<file path="src/rtl/rx_buffer_ctrl.sv">
`default_nettype none
// ============================================================================
//  Module   : rx_buffer_ctrl
//  Purpose  : Receive-side frame buffer. Captures each completed frame
//             {Rx_err, parity_error, rx_data} on the rising edge of Rx_done,
//             queues it in a small FIFO and hands it to the consumer over a
//             valid/ready handshake. Tracks a sticky overrun flag and a
//             saturating error-frame counter.
//  Options  : RX_TIMEOUT_EN - when defined, an idle counter of Bclkx16_
//             ticks raises `timeout` while frames sit unconsumed.
//  Revision : 1.0 - initial release
// ============================================================================
module rx_buffer_ctrl #(
  parameter int DEPTH         = 4,
  parameter int TIMEOUT_TICKS = 640,
  parameter int CNT_W         = 8
) (
  input  logic                     clk,
  input  logic                     rst,
  input  logic                     Bclkx16_,
  input  logic                     Rx_done,
  input  logic [7:0]               rx_data,
  input  logic                     parity_error,
  input  logic                     Rx_err,
  output logic                     out_valid,
  input  logic                     out_ready,
  output logic [7:0]               out_data,
  output logic [1:0]               out_status,
  output logic [$clog2(DEPTH):0]   fifo_count,
  output logic                     overrun,
  output logic [CNT_W-1:0]         err_cnt,
  input  logic                     clr_err,
  output logic                     timeout
);

  localparam int               c_AW      = $clog2(DEPTH);
  localparam int               c_CW      = c_AW + 1;
  localparam logic [c_CW-1:0]  c_FULL    = c_CW'(DEPTH);
  localparam logic [CNT_W-1:0] c_ERR_MAX = '1;

  logic              r_rx_done_q;
  logic [9:0]        r_mem [DEPTH];
  logic [c_AW-1:0]   r_wr_ptr;
  logic [c_AW-1:0]   r_rd_ptr;
  logic [c_CW-1:0]   r_count;
  logic [9:0]        r_last;
  logic              r_overrun;
  logic [CNT_W-1:0]  r_err_cnt;

  logic              w_push;
  logic              w_pop;
  logic              w_full;
  logic              w_accept;
  logic              w_has_err;
  logic [9:0]        w_head;

  // One push per Rx_done high period; a level already high after reset counts
  // as a fresh edge because the delayed copy reloads to 0.
  assign w_push    = Rx_done & ~r_rx_done_q;
  assign out_valid = (r_count != '0);
  assign w_pop     = out_valid & out_ready;
  assign w_full    = (r_count == c_FULL);
  // When full, the slot freed by a same-cycle pop takes the new frame.
  assign w_accept  = w_push & (~w_full | w_pop);
  assign w_has_err = parity_error | Rx_err;

  // Head entry while occupied, otherwise the last entry handed out (0 after reset).
  assign w_head     = out_valid ? r_mem[r_rd_ptr] : r_last;
  assign out_data   = w_head[7:0];
  assign out_status = w_head[9:8];
  assign fifo_count = r_count;
  assign overrun    = r_overrun;
  assign err_cnt    = r_err_cnt;

  // Frame-done edge detector register.
  always_ff @(posedge clk) begin
    if (rst) r_rx_done_q <= 1'b0;
    else     r_rx_done_q <= Rx_done;
  end

  // Storage array; contents are only meaningful where pointers say so.
  always_ff @(posedge clk) begin
    if (!rst && w_accept) r_mem[r_wr_ptr] <= {Rx_err, parity_error, rx_data};
  end

  // Pointers, occupancy and the held copy of the last popped entry.
  always_ff @(posedge clk) begin
    if (rst) begin
      r_wr_ptr <= '0;
      r_rd_ptr <= '0;
      r_count  <= '0;
      r_last   <= '0;
    end else begin
      if (w_accept) r_wr_ptr <= r_wr_ptr + c_AW'(1);
      if (w_pop) begin
        r_rd_ptr <= r_rd_ptr + c_AW'(1);
        r_last   <= r_mem[r_rd_ptr];
      end
      case ({w_accept, w_pop})
        2'b10:   r_count <= r_count + c_CW'(1);
        2'b01:   r_count <= r_count - c_CW'(1);
        default: r_count <= r_count;
      endcase
    end
  end

  // Sticky overrun and saturating error counter; clear takes priority.
  always_ff @(posedge clk) begin
    if (rst || clr_err) begin
      r_overrun <= 1'b0;
      r_err_cnt <= '0;
    end else begin
      if (w_push && w_full && !w_pop) r_overrun <= 1'b1;
      if (w_push && w_has_err && (r_err_cnt != c_ERR_MAX))
        r_err_cnt <= r_err_cnt + CNT_W'(1);
    end
  end

`ifdef RX_TIMEOUT_EN
  localparam int              c_TW     = $clog2(TIMEOUT_TICKS + 1);
  localparam logic [c_TW-1:0] c_TMO    = c_TW'(TIMEOUT_TICKS);

  logic [c_TW-1:0] r_idle;
  logic            r_timeout;
  logic            w_idle_clr;

  assign w_idle_clr = w_push | w_pop | ~out_valid;
  assign timeout    = r_timeout;

  // Idle counter of baud ticks while frames wait; parks at the limit.
  always_ff @(posedge clk) begin
    if (rst || w_idle_clr)                 r_idle <= '0;
    else if (Bclkx16_ && (r_idle != c_TMO)) r_idle <= r_idle + c_TW'(1);
  end

  // Timeout flag follows the counter reaching its limit by one cycle.
  always_ff @(posedge clk) begin
    if (rst || w_idle_clr) r_timeout <= 1'b0;
    else                   r_timeout <= (r_idle == c_TMO);
  end
`else
  logic w_unused_tmo;

  assign w_unused_tmo = Bclkx16_ & (TIMEOUT_TICKS > 0);
  assign timeout      = 1'b0;
`endif

endmodule
`default_nettype wire
</file>
<file path="config.mk">
export PLATFORM = sky130hd
export DESIGN_NAME = rx_buffer_ctrl
export DESIGN_NICKNAME = d
export VERILOG_FILES = /design/src/rtl/rx_buffer_ctrl.sv
export SDC_FILE = /design/constraint.sdc
export NUM_CORES = 1
export LEC_CHECK = 0
export BUFFER_PORTS_ARGS = -buffer_cell sky130_fd_sc_hd__buf_2
export CORE_MARGIN = 3
export CORE_UTILIZATION = 53
export CTS_CLUSTER_SIZE = 40
export DETAILED_ROUTE_END_ITERATION = 16
export PLACE_DENSITY = 0.77
export SETUP_SLACK_MARGIN = 0.4
export SKIP_LAST_GASP = 1
export SLEW_MARGIN = 20
export SYNTH_ARGS = -nofsm -noshare
export SYNTH_HDL_FRONTEND = slang
export SYNTH_SLANG_ARGS = --single-unit
</file>
<file path="constraint.sdc">
create_clock -name clk -period 5.6 [get_ports clk]
set_input_delay 0.28 -clock clk [delete_from_list [all_inputs] [get_ports clk]]
set_output_delay 0.28 -clock clk [all_outputs]
set_load 0.03 [all_outputs]
</file>
Word level (Yosys, flattened, before mapping). Memories as Yosys holds them, arrays and structs flattened. A register that Yosys moved wholly into a read port is not among the register bits. Index checks and enable logic that the tools add are counted.

Add/subtract/negate cells: 5. Bitwise logic cells: 7. Eq/ne operators: 4. Muxes and demuxes: 6. Reductions and logical operators: 10.

Operators by type and width (number): 10-bit 2-to-1 mux (1); 8-bit by 1-bit adder with 8-bit output, second input constant (1); 8-bit inequality test, second input constant (1); 3-bit one-hot mux with 2 select lines (1); 1-bit logical AND (5); 2-bit by 1-bit adder with 2-bit output, second input constant (2); 2-bit 2-to-1 mux (2); 3-bit by 1-bit adder with 3-bit output, second input constant (1); 1-bit AND (3); 3-bit == test, second input constant (1); 3-bit nonzero test (1); 3-bit by 1-bit subtractor with 3-bit output, second input constant (1); 2-bit by 1-bit == test with 1-bit output, second input constant (1); 2-bit == test, second input constant (1); 1-bit logical NOT (2); 1-bit 2-to-1 mux (2); 1-bit inverter (2); 1-bit bitwise OR (2); 2-bit nonzero test (1); 1-bit logical OR (1).

Output and inout bits: 24. Input port bits: 16. Register bits: 27. Memories: 1. Memory bits (writable): 40.

Memories: r_mem (depth 4, width 10, read ports 1, clocked after Yosys merged registers in 1, wr ports 1, line 42) `logic [9:0] r_mem [DEPTH];`.

Logic depth before layout (Yosys ltp).
Depth in word-level cells: 7. Mapped depth: 7. Depth with buffers taken out: 6.

Worst setup path before layout. Ideal clock, no wire load.

Path kind: register -> register. From: reg r_count[0] (netlist: fifo_count[0]). To: reg r_count[2] (netlist: fifo_count[2]). Arrival: 1.945 ns. Path slack: 3.523 ns. Cell stages (with the launch flop): 7. Library setup time: 0.132 ns. Buffers on the path: 0. Cell sequence: dfxtp_1 o31a_1 nand2_1 fa_1 or3_1 a31oi_1 a21oi_1.

Longest elaborated chain between the ends: 6. Elaborated cells between the ends (all ways): 12.

RTL lines: start, declared (line 45) `logic [c_CW-1:0] r_count;`; start signal, assigned (line 100) `2'b10: r_count <= r_count + c_CW'(1);`; start signal, assigned (line 101) `2'b01: r_count <= r_count - c_CW'(1);`; start signal, assigned (line 102) `default: r_count <= r_count;`; 3-bit nonzero test or 3-bit == test (tied branches) (line 60, 62); 1-bit AND or 1-bit inverter (tied branches) (line 61, 64); 1-bit bitwise OR (line 64) `assign w_accept = w_push & (~w_full | w_pop);`; 1-bit AND (line 64); 2-bit by 1-bit == test with 1-bit output or 2-bit == test (tied branches) (line 99) `case ({w_accept, w_pop})`; 3-bit one-hot mux with 2 select lines or 2-bit nonzero test (tied branches).

Parallel ways exist; a longest one is shown, timed or not. A chain may end at the register's enable or synchronous reset.

==> impl_metrics.tcl <==
set metrics [dict create \
    run_status "complete, no violations" \
    syn-mean-instance-area_um2 13.15 \
    hold_path_end "r_mem[0][6]$_DFFE_PP_" \
    die_y_um 79.56 \
    crit_buf_inv 1 \
    setup_tns_ns 0 \
    ctsLongestPathBuffers 2 \
    netlist_area_um2 2868 \
    hpwlAfterDp_mm 3.409 \
    hold_depth 1 \
    final_area_um2 3301 \
    cts_made_buffers 9 \
    drive_gt1_share_pct 28.35 \
    clk_pin_slew_ns 0.08 \
    worstPathMaxFanout 10 \
    cts_hold_buf 0 \
    cts_root_buf "clkbuf_8" \
    start_util_pct 55.44 \
    fin_nets 278 \
    clock_latency_ns 0.34 \
    setup_violations 0 \
    core-area_um2 5172 \
    drc_errors 0 \
    vias 1722 \
    ctsHtreeMaxLevel 3 \
    relSlewSlack_pct 55.61 \
    tritoncts "done" \
    min_from "rx_data[6]" \
    grt_start_max_net_pins 24 \
    finalHoldViolCount 0 \
    fin_ws_ns 3.132 \
    finalWeightedCongestion 0.7459 \
    power_density_nw_per_um2 458.9 \
    die_x_um 79.56 \
    via_per_inst 5.202 \
    routed_wl_mm 4.970 \
    grt_usage_pct 17.91 \
    die-area_um2 6330 \
    finalCoreUtilization_pct 63.81 \
    crit_chain "mux4_2 > mux2_2 > buf_2" \
    drt_iter0_drc 74 \
    crit_type "reg -> out" \
    rsz0062_at_grt "no" \
    cp-start-kind "register" \
    yosys_warnings 0 \
    peakVddDrop_uv 206.1 \
    multi_input_area_um2 998.5 \
    antenna_found_initial 0 \
    worst_pin_slew_ns 0.6650 \
    std_cell_rows 26 \
    crit_slowest_cell "dfxtp_1" \
    synthToLayoutAreaGrowth_pct 15.10 \
    fin_crit_ns 2.468 \
    num_antenna_cells 0 \
    p_leak_nw 1.197 \
    rrSetupSlack_ns 3.24 \
    syn-num-nets 240 \
    crit_required_ns 5.32 \
    clock-sinks 69 \
    r2r_cells 6 \
    synth_seq_cells 69 \
    critPathArrivalTime_ns 2.19 \
    port_buffers 37 \
    overflow 0 \
    critPathTopFamily "multiplexers" \
    register_area_um2 1782 \
    ys_types 43 \
    finalClockSkew_ns 0.006233 \
    synthCells 218 \
    endpoint_kind "output port" \
    grt_pass1_vias 1672 \
    grt_pass1_wl_mm 8.362 \
    post-place-ws_ns 3.276 \
    yosysSeqAreaShare_pct 62.13 \
    r2r-start "fifo_count[0]$_SDFFE_PP0P_" \
    fmax_ghz 0.4052 \
    postPlaceCellArea_um2 3087 \
    min_path_type "in -> reg" \
    reg2reg_to "fifo_count[2]$_SDFFE_PP0P_" \
    cap_violations 0 \
    cts.repair.resized 0 \
    wire_per_inst_um 15.02 \
    fin_crit_sh_pct 44.06 \
    nFillCells 400 \
    max_stage_delay_ns 0.75 \
    ant_nets 0 \
    ios 40 \
    cts_setup_buffers 0 \
    drv_slew 0 \
    drtPass1Iterations 4 \
]
## Yosys cell counts, drive strengths merged
master	count	share of area, %
nor3	2	0.35
a211oi	1	0.26
nor2	13	1.7
or3	4	0.87
mux4	10	7.9
or4	3	0.79
nor2b	1	0.22
buf	5	1.4
and3	1	0.22
o31ai	3	0.79
nand4	1	0.22
nand2	25	3.3
nand2b	2	0.44
and2	4	0.87
a21o	1	0.26
and4	1	0.31
nor4b	1	0.52
or2	1	0.22
ha	5	2.2
clkbuf	6	0.79
mux2	12	4.7
dfxtp	29	20
o31a	1	0.31
edfxtp	40	42
o21ai	4	0.70
a21oi	18	3.1
nand3	4	0.70
nor4	1	0.22
o2111ai	1	0.31
a21boi	1	0.26
a31oi	2	0.44
mux2i	1	0.35
fa	1	0.70
inv	7	0.92
xor2	1	0.31
a211o	1	0.31
xnor2	3	0.92
conb	1	0.13
## worst max path at each step
stage	end	slack [ns]	cells after the start
final	out_data[1]	3.13	3
after global routing	out_status[0]	2.95	3
after CTS	out_status[0]	3.07	3
after detailed placement	fifo_count[2]$_SDFFE_PP0P_	3.28	6
after global placement	fifo_count[2]$_SDFFE_PP0P_	3.30	6
after floorplan	fifo_count[2]$_SDFFE_PP0P_	3.52	6
## final cells by class
type / count / area share (%)
clock buffers: 9 / 3.753
clock inverters: 7 / 2.729
inverters: 7 / 0.7961
multi-input cells: 131 / 30.25
flip-flops and latches: 69 / 53.98
well taps: 70 / 2.654
repair buffers: 38 / 5.838
## state kept, by name, indices dropped and copies added (netlist names), named ones only
| register | count |
|---|---|
| r_wr_ptr | 2 |
| r_mem | 40 |
| fifo_count | 3 |
| r_rx_done_q | 1 |
| err_cnt | 8 |
| r_last | 10 |
| overrun | 1 |
| r_rd_ptr | 2 |
## logic make-up after synthesis
family	after synthesis	share of synthesized area, %
compound gates	33	6.763
xor+xnor	4	1.222
fa+ha+maj	6	2.880
buf+inv	18	3.054
flops	69	62.13
mux	23	12.91
other cells	1	0.1308
simple gates	64	10.91
## metal layers
metal	GRT usage, %	vias up	wire, um
met3	6.772	6	218
met1	25.25	810	2396
met5	0	-	0
met4	7.560	0	88
li1	-	873	-
met2	24.79	33	2267
## power breakdown
part / switching [mW] / internal [mW]
Combinational: 0.269 / 0.186
Clock: 0.184 / 0.248
Sequential: 0.0479 / 0.579
## cells in the final DEF (no fill, tap or decap), drive strengths merged, types with 4 or more instances in the layout
cell	count
mux2	12
a21oi	18
inv	7
nor2	13
clkbuf	9
clkinv	4
nand2	25
or3	4
dfxtp	29
buf	38
nand3	4
o21ai	4
and2	4
mux4	10
edfxtp	40
ha	5
## through the flow
stage / total power [mW] / cells / hold WS (ns)
2_1_floorplan: 0.9889 / 218 / 0.3789
3_3_place_gp: 1.090 / 315 / 0.4381
3_5_place_dp: 1.098 / 315 / 0.4428
4_1_cts: 1.530 / 331 / 0.1389
5_1_grt: 1.605 / 331 / 0.1361
6_report: 1.515 / 331 / 0.1527
## worst register-to-register path: stages, from the launching register on
cell,delay (ns)
dfxtp_1,0.47
o31a_1,0.48
nand2_1,0.16
fa_1,0.45
or3_1,0.40
a31oi_1,0.20
a21oi_1,0.08
(Power assumes the default switching activity.)
